## config.mk

```make
export PLATFORM = sky130hd
export DESIGN_NAME = ili9341_fill
export DESIGN_NICKNAME = d
export VERILOG_FILES = /design/src/rtl/ili9341_fill.sv
export SDC_FILE = /design/constraint.sdc
export NUM_CORES = 1
export LEC_CHECK = 0
export ABC_AREA = 1
export BUFFER_PORTS_ARGS = -buffer_cell sky130_fd_sc_hd__buf_2
export CAP_MARGIN = 20
export CORE_AREA = 2 2 215 217
export CTS_CLUSTER_DIAMETER = 60
export CTS_CLUSTER_SIZE = 8
export DETAILED_ROUTE_END_ITERATION = 7
export DIE_AREA = 0 0 217 219
export MAX_ROUTING_LAYER = met4
export PLACE_DENSITY = 0.67
export SLEW_MARGIN = 20
export SYNTH_ARGS = -nofsm -noshare
export SYNTH_HDL_FRONTEND = slang
export SYNTH_SLANG_ARGS = --single-unit
```

## constraint.sdc

```tcl
create_clock -name clk -period 11.6 [get_ports clk]
set_clock_uncertainty 0.2 [all_clocks]
set_input_delay 1.16 -clock clk [delete_from_list [all_inputs] [get_ports clk]]
set_output_delay 1.16 -clock clk [all_outputs]
set_load 0.1 [all_outputs]
```

## src/rtl/ili9341_fill.sv

```systemverilog
// Memory-mapped rectangle fill engine for an ILI9341 panel on an 8-bit 8080-style bus.
// Emits CASET/PASET/RAMWR followed by N RGB565 pixels, one byte per SETUP/STROBE/HOLD.
module ili9341_fill #(
  parameter int STROBE_LEN = 1
) (
  input  logic        clk,
  input  logic        reset,
  input  logic        iomem_valid,
  output logic        iomem_ready,
  input  logic [3:0]  iomem_wstrb,
  input  logic [31:0] iomem_addr,
  input  logic [31:0] iomem_wdata,
  output logic [31:0] iomem_rdata,
  output logic        cmd_data,
  output logic        write_edge,
  output logic [7:0]  dout,
  output logic        busy
);

  typedef enum logic [2:0] {S_IDLE, S_CASET, S_PASET, S_RAMWR, S_PIXELS, S_DONE} seq_state_t;
  typedef enum logic [1:0] {P_IDLE, P_SETUP, P_STROBE, P_HOLD} phase_t;

  localparam logic [3:0] STROBE_LAST = 4'(STROBE_LEN - 1);

  function automatic logic [31:0] merge_bytes(input logic [31:0] old_v, input logic [31:0] new_v,
                                              input logic [3:0] strb);
    logic [31:0] r;
    r = old_v;
    for (int i = 0; i < 4; i++) begin
      r[i*8 +: 8] = strb[i] ? new_v[i*8 +: 8] : old_v[i*8 +: 8];
    end
    return r;
  endfunction

  // {cmd_data, dout} for byte idx of a sequencer state
  function automatic logic [8:0] sel_byte(input seq_state_t st, input logic [2:0] idx,
                                          input logic [31:0] xw, input logic [31:0] yw,
                                          input logic [15:0] col);
    logic [31:0] w;
    logic [8:0]  b;
    w = (st == S_CASET) ? xw : yw;
    b = {1'b0, 8'h00};
    case (st)
      S_CASET, S_PASET: begin
        case (idx)
          3'd0:    b = {1'b0, ((st == S_CASET) ? 8'h2A : 8'h2B)};
          3'd1:    b = {1'b1, w[15:8]};
          3'd2:    b = {1'b1, w[7:0]};
          3'd3:    b = {1'b1, w[31:24]};
          3'd4:    b = {1'b1, w[23:16]};
          default: b = {1'b0, 8'h00};
        endcase
      end
      S_RAMWR:  b = {1'b0, 8'h2C};
      S_PIXELS: b = (idx == 3'd0) ? {1'b1, col[15:8]} : {1'b1, col[7:0]};
      default:  b = {1'b0, 8'h00};
    endcase
    return b;
  endfunction

  logic        ready_r, busy_r, err_r, abort_r, cmd_data_r, write_edge_r;
  logic [31:0] rdata_r, xwin_r, ywin_r, pix_cnt_r;
  logic [15:0] color_r;
  logic [7:0]  dout_r;
  logic [3:0]  scnt_r;
  logic [2:0]  idx_r, next_idx_s;
  seq_state_t  state_r, next_state_s;
  phase_t      phase_r;

  logic        req_s, wr_s, rd_s, ctrl_wr_s, start_req_s, start_s, abort_wr_s, abort_s;
  logic        win_bad_s, byte_end_s, next_is_byte_s;
  logic [7:0]  reg_sel_s;
  logic [31:0] xwin_merge_s, ywin_merge_s, color_merge_s, width_s, height_s, npix_s;
  logic [8:0]  next_byte_s;
  logic        unused_s;

  assign req_s          = iomem_valid & ~ready_r;
  assign wr_s           = req_s & (|iomem_wstrb);
  assign rd_s           = req_s & ~(|iomem_wstrb);
  assign reg_sel_s      = iomem_addr[7:0];
  assign ctrl_wr_s      = wr_s & (reg_sel_s == 8'h0C) & iomem_wstrb[0];
  assign abort_wr_s     = ctrl_wr_s & iomem_wdata[1] & busy_r;
  assign start_req_s    = ctrl_wr_s & iomem_wdata[0] & ~iomem_wdata[1] & ~busy_r;
  assign win_bad_s      = (xwin_r[31:16] < xwin_r[15:0]) | (ywin_r[31:16] < ywin_r[15:0]);
  assign start_s        = start_req_s & ~win_bad_s;
  assign abort_s        = abort_r | abort_wr_s;
  assign byte_end_s     = (phase_r == P_HOLD);
  assign xwin_merge_s   = merge_bytes(xwin_r, iomem_wdata, iomem_wstrb);
  assign ywin_merge_s   = merge_bytes(ywin_r, iomem_wdata, iomem_wstrb);
  assign color_merge_s  = merge_bytes({16'h0000, color_r}, iomem_wdata, iomem_wstrb);
  assign width_s        = {16'h0000, xwin_r[31:16]} - {16'h0000, xwin_r[15:0]} + 32'd1;
  assign height_s       = {16'h0000, ywin_r[31:16]} - {16'h0000, ywin_r[15:0]} + 32'd1;
  assign npix_s         = width_s * height_s;
  assign next_byte_s    = sel_byte(next_state_s, next_idx_s, xwin_r, ywin_r, color_r);
  assign next_is_byte_s = (next_state_s != S_IDLE) & (next_state_s != S_DONE);
  assign unused_s       = ^iomem_addr[31:8];

  assign iomem_ready = ready_r;
  assign iomem_rdata = rdata_r;
  assign cmd_data    = cmd_data_r;
  assign write_edge  = write_edge_r;
  assign dout        = dout_r;
  assign busy        = busy_r;

  // Bus acknowledge, read mux and configuration registers
  always_ff @(posedge clk) begin
    if (reset) begin
      ready_r <= 1'b0;
      rdata_r <= 32'd0;
      xwin_r  <= 32'd0;
      ywin_r  <= 32'd0;
      color_r <= 16'd0;
      err_r   <= 1'b0;
    end else begin
      ready_r <= req_s;
      if (rd_s) begin
        case (reg_sel_s)
          8'h00:   rdata_r <= xwin_r;
          8'h04:   rdata_r <= ywin_r;
          8'h08:   rdata_r <= {16'h0000, color_r};
          8'h10:   rdata_r <= {30'd0, err_r, busy_r};
          default: rdata_r <= 32'd0;
        endcase
      end else begin
        rdata_r <= 32'd0;
      end
      if (wr_s && !busy_r) begin
        case (reg_sel_s)
          8'h00:   xwin_r  <= xwin_merge_s;
          8'h04:   ywin_r  <= ywin_merge_s;
          8'h08:   color_r <= color_merge_s[15:0];
          default: begin end
        endcase
      end
      if (start_req_s) begin
        err_r <= win_bad_s;
      end
    end
  end

  // Sequencer next state: advances only at the end of a byte's HOLD phase
  always_comb begin
    next_state_s = state_r;
    next_idx_s   = idx_r;
    case (state_r)
      S_IDLE, S_DONE: begin
        next_idx_s = 3'd0;
        if (start_s) begin
          next_state_s = S_CASET;
        end else begin
          next_state_s = S_IDLE;
        end
      end
      default: begin
        if (!byte_end_s) begin
          next_state_s = state_r;
        end else if (abort_s) begin
          next_state_s = S_DONE;
        end else begin
          case (state_r)
            S_CASET, S_PASET: begin
              if (idx_r == 3'd4) begin
                next_state_s = (state_r == S_CASET) ? S_PASET : S_RAMWR;
                next_idx_s   = 3'd0;
              end else begin
                next_idx_s = idx_r + 3'd1;
              end
            end
            S_RAMWR: begin
              next_state_s = S_PIXELS;
              next_idx_s   = 3'd0;
            end
            S_PIXELS: begin
              if (idx_r == 3'd0) begin
                next_idx_s = 3'd1;
              end else if (pix_cnt_r == 32'd1) begin
                next_state_s = S_DONE;
              end else begin
                next_idx_s = 3'd0;
              end
            end
            default: next_state_s = S_DONE;
          endcase
        end
      end
    endcase
  end

  // Sequencer registers and the SETUP/STROBE/HOLD byte engine
  always_ff @(posedge clk) begin
    if (reset) begin
      state_r      <= S_IDLE;
      idx_r        <= 3'd0;
      pix_cnt_r    <= 32'd0;
      phase_r      <= P_IDLE;
      scnt_r       <= 4'd0;
      dout_r       <= 8'd0;
      cmd_data_r   <= 1'b0;
      write_edge_r <= 1'b0;
      busy_r       <= 1'b0;
      abort_r      <= 1'b0;
    end else begin
      state_r <= next_state_s;
      idx_r   <= next_idx_s;
      if (start_s) begin
        pix_cnt_r <= npix_s;
      end else if (byte_end_s && (state_r == S_PIXELS) && (idx_r == 3'd1)) begin
        pix_cnt_r <= pix_cnt_r - 32'd1;
      end
      if (start_s) begin
        busy_r <= 1'b1;
      end else if (next_state_s == S_DONE) begin
        busy_r <= 1'b0;
      end
      if (abort_wr_s) begin
        abort_r <= 1'b1;
      end else if ((state_r == S_IDLE) || (state_r == S_DONE)) begin
        abort_r <= 1'b0;
      end
      case (phase_r)
        P_IDLE: begin
          if (start_s) begin
            {cmd_data_r, dout_r} <= next_byte_s;
            phase_r              <= P_SETUP;
          end
        end
        P_SETUP: begin
          write_edge_r <= 1'b1;
          scnt_r       <= 4'd0;
          phase_r      <= P_STROBE;
        end
        P_STROBE: begin
          if (scnt_r == STROBE_LAST) begin
            write_edge_r <= 1'b0;
            phase_r      <= P_HOLD;
          end else begin
            scnt_r <= scnt_r + 4'd1;
          end
        end
        P_HOLD: begin
          if (next_is_byte_s) begin
            {cmd_data_r, dout_r} <= next_byte_s;
            phase_r              <= P_SETUP;
          end else begin
            phase_r <= P_IDLE;
          end
        end
        default: phase_r <= P_IDLE;
      endcase
    end
  end

endmodule
```

==> run_results.csv <==
group,metric,value,unit
routing,routed_wl,67600,um
logic_synthesis,yosys-top-cells-count,"nand2_1 (700), inv_1 (676), nor2_1 (339)",
setup_path,cpPeakStageDelay,0.84,ns
logic_synthesis,synth.avg_cell_area,7.02,sq um
logic_synthesis,ys_seq_elements,170,
layout,fin_cells,3833,
floorplanning,core,45100,sq um
cts,ctsHtreeMaxLevel,4,
floorplanning,dieArea,47500,sq um
floorplanning,fp-row-count,78,
global_route,grt_pass1_wl,109000,um
logic_synthesis,synth_compound_area_share,11.3,%
floorplanning,fp.dieH,219,um
logic_synthesis,ys.warnings.count,0,
status,status,"finished, final reports clean",
logic_synthesis,syn_inst,3179,
sta,fmax,105,MHz
cts,cts.sinks,170,
placed_design,place_congestion,0.968,
routing,drc_errors,0,
cts,path_clk_slew,0.08,ns
placed_design,place_ws,2.18,ns
logic_synthesis,synthFlopType,"dfxtp_1",
power_and_ir_drop,cellPowerDensity,57.5,nW/um^2
worst_hold_path,hp-class,"reg -> reg",
placed_design,post-place-cells,3800,
setup_path,arrival,9.60,ns
sta,fin_crit_sh,81.9,%
cts,worstSkewPairLatency,0.46,ns
logic_synthesis,synth.most_common_cell,"nand2_1",
routing,dr_total_vias,20712,
routing,vias_per_cell,5.40,
global_route,grt_pass1_vias,20307,
cts,cts_resized,0,
setup_path,path_class,"reg -> reg",
logic_synthesis,synth_xor_xnor_area_share,1.84,%
placed_design,placedInstanceArea,23300,sq um
setup_path,crit_slowest_cell,"xor2_1",
sta,setup_violations,0,
logic_synthesis,synth_fa_ha_area_share,34.2,%
logic_synthesis,synthSimpleGateAreaFrac,24.0,%
placed_design,portBuffers,90,
routing,first_pass_iters,8,
cts,clk_path_buf_depth,2,
global_route,overflow,0,
setup_path,cpMostUsedCell,"inv_1",
logic_synthesis,synth.area.mux_share,0.0504,%
logic_synthesis,async_flop_share,0,%
global_route,grt_max_degree,87,
routing,drt_iter0_drc,1952,
global_route,grt_use_total,30.4,%
setup_path,cp_max_fo,7,
layout,final_area,23900,sq um
cts,post_cts_buffers,0,
sta,maxSlewHeadroom,28.3,%
setup_path,required,11.70,ns
sta,tightest_slew,1.07,ns
sta,fin_crit,9.50,ns
sta,hold_viol,0,
logic_synthesis,synth.area.top_cells,"fa_1 (27%), dfxtp_1 (15%), nand2_1 (12%)",
cts,holdBufCountCts,0,
global_route,antenna_found_initial,1,
logic_synthesis,synth_area_leader_cell,"fa_1",
floorplanning,die_x,217,um
sta,setup_tns,0,ns
logic_synthesis,synthDistinctLibCells,55,
power_and_ir_drop,p_leak,12.2,nW
logic_synthesis,synth_top_family_by_area,"adder cells",
layout,post_route_cells_drive_above_1_share,6.96,%
floorplanning,start_util,49.5,%
setup_path,end_kind,"register",
routing,postRouteAntennaNets,0,
cts,clockRootBuffer,"clkbuf_16",
cts,cts_tree,"built",
logic_synthesis,syn_area,22300,sq um
setup_path,startpoint_type,"register",
logic_synthesis,ys_seq_area_share,15.2,%
placed_design,place.detailed.hpwl,54700,um
run,maxCapViolCount,0,
power_and_ir_drop,vdd_ir_drop_max,0.123,mV
logic_synthesis,synth_nets,3681,
cts,cts_buffers,17,
layout,synthToLayoutAreaGrowth,7.10,%
sta,layout_setup_ws,2.10,ns
logic_synthesis,synth_top_area_share,26.7,%
logic_synthesis,synth_edf_count,0,
floorplanning,ios,115,
sta,report.final.slew_viol_count,0,
layout,nets,3721,
routing,wire_per_inst,17.6,um
sta,rsz0062_at_grt,"no",
[final cells by class]
| cell class | instances | area (sq um) |
|---|---|---|
| fill | 4469 | 21200 |
| multi-input combinational | 2222 | 15900 |
| sequential | 170 | 3400 |
| inverter | 703 | 2640 |
| tap | 600 | 751 |
| timing repair buffer | 105 | 563 |
| clock buffer | 18 | 439 |
| clock inverter | 14 | 170 |
| antenna | 1 | 2.50 |
[power by group]
part	internal, mW	total, mW	switching (mW)
sequential	0.589	0.595	0.00510
combinational	0.0521	0.193	0.141
clock	0.298	0.587	0.289
[final timing paths]
check	from	endpoint	slack, ns	cells after the start
worst min register to register	dout[1]$_SDFFE_PP0P_	dout[1]$_SDFFE_PP0P_	0.27	2
worst max register to register	xwin_r[1]$_SDFFE_PP0P_	pix_cnt_r[30]$_SDFFE_PP0P_	2.10	39
worst min-delay path	dout[1]$_SDFFE_PP0P_	dout[1]$_SDFFE_PP0P_	0.27	2
worst max-delay path	xwin_r[1]$_SDFFE_PP0P_	pix_cnt_r[30]$_SDFFE_PP0P_	2.10	39
[sequential cells by signal, summed over array words and instances, names as in the netlist, 2 cells and up]
register and cells:
idx_r 3, state_r 3, dout 8, ywin_r 32
color_r 16, pix_cnt_r 32, phase_r 2, xwin_r 32
iomem_rdata 32, scnt_r 4
[worst max-delay path, delay by kind of cell, from the launching register on]
kind / cells / cell delay [ns]
fa+ha+maj: 9 / 4.27
compound gates: 7 / 1.39
simple gates: 13 / 1.42
xor+xnor: 2 / 1.00
flops: 1 / 0.52
buf+inv: 8 / 0.53
[cells in the final DEF (no fill, tap or decap), types with 8 or more instances in the layout]
cell type | netlist | routed
nor2_2 | 6 | 8
o211ai_1 | 16 | 16
inv_2 | 17 | 18
nor2_1 | 339 | 337
xor2_1 | 33 | 33
a31oi_1 | 20 | 20
nand4_1 | 34 | 34
o21ai_0 | 168 | 168
dfxtp_1 | 170 | 170
a21oi_1 | 192 | 192
clkbuf_16 | 0 | 17
o21ai_1 | 14 | 14
clkinv_1 | 8 | 8
o22ai_1 | 11 | 11
nor3_1 | 28 | 28
inv_1 | 676 | 675
nand3_1 | 116 | 116
ha_1 | 133 | 133
fa_1 | 298 | 298
xnor2_1 | 14 | 14
buf_2 | 6 | 90
nand2_2 | 25 | 25
nand2_1 | 700 | 700
a211oi_1 | 12 | 12
buf_4 | 2 | 15
[kinds of logic after synthesis]
kind of cell               Yosys count
adders and majority gates          431
and+or+nand+nor                   1281
xor gates and xnor gates            47
AOI/OAI and AO/OA                  462
DFF                                170
buffers and inverters              787
muxes                                1
[stage by stage]
stage / hold WS (ns) / total power, mW / util (%)
detailed placement: 0.256 / 0.797 / 51.7
global route: 0.282 / 1.42 / 53.0
floorplan: 0.234 / 0.739 / -
global placement: 0.251 / 0.795 / 51.7
finish: 0.266 / 1.37 / 53.0
CTS: 0.267 / 1.38 / 53.0
[metal layers]
metal  track usage, %  up-vias  wire [um]
met4             7.58        0       1480
met2             46.4      847      29700
met5                -        -          0
met1             42.8     9959      30800
met3             3.99       87       5630
li1                 -     9819          -
Note: power is estimated with default switching activity, not from simulation.
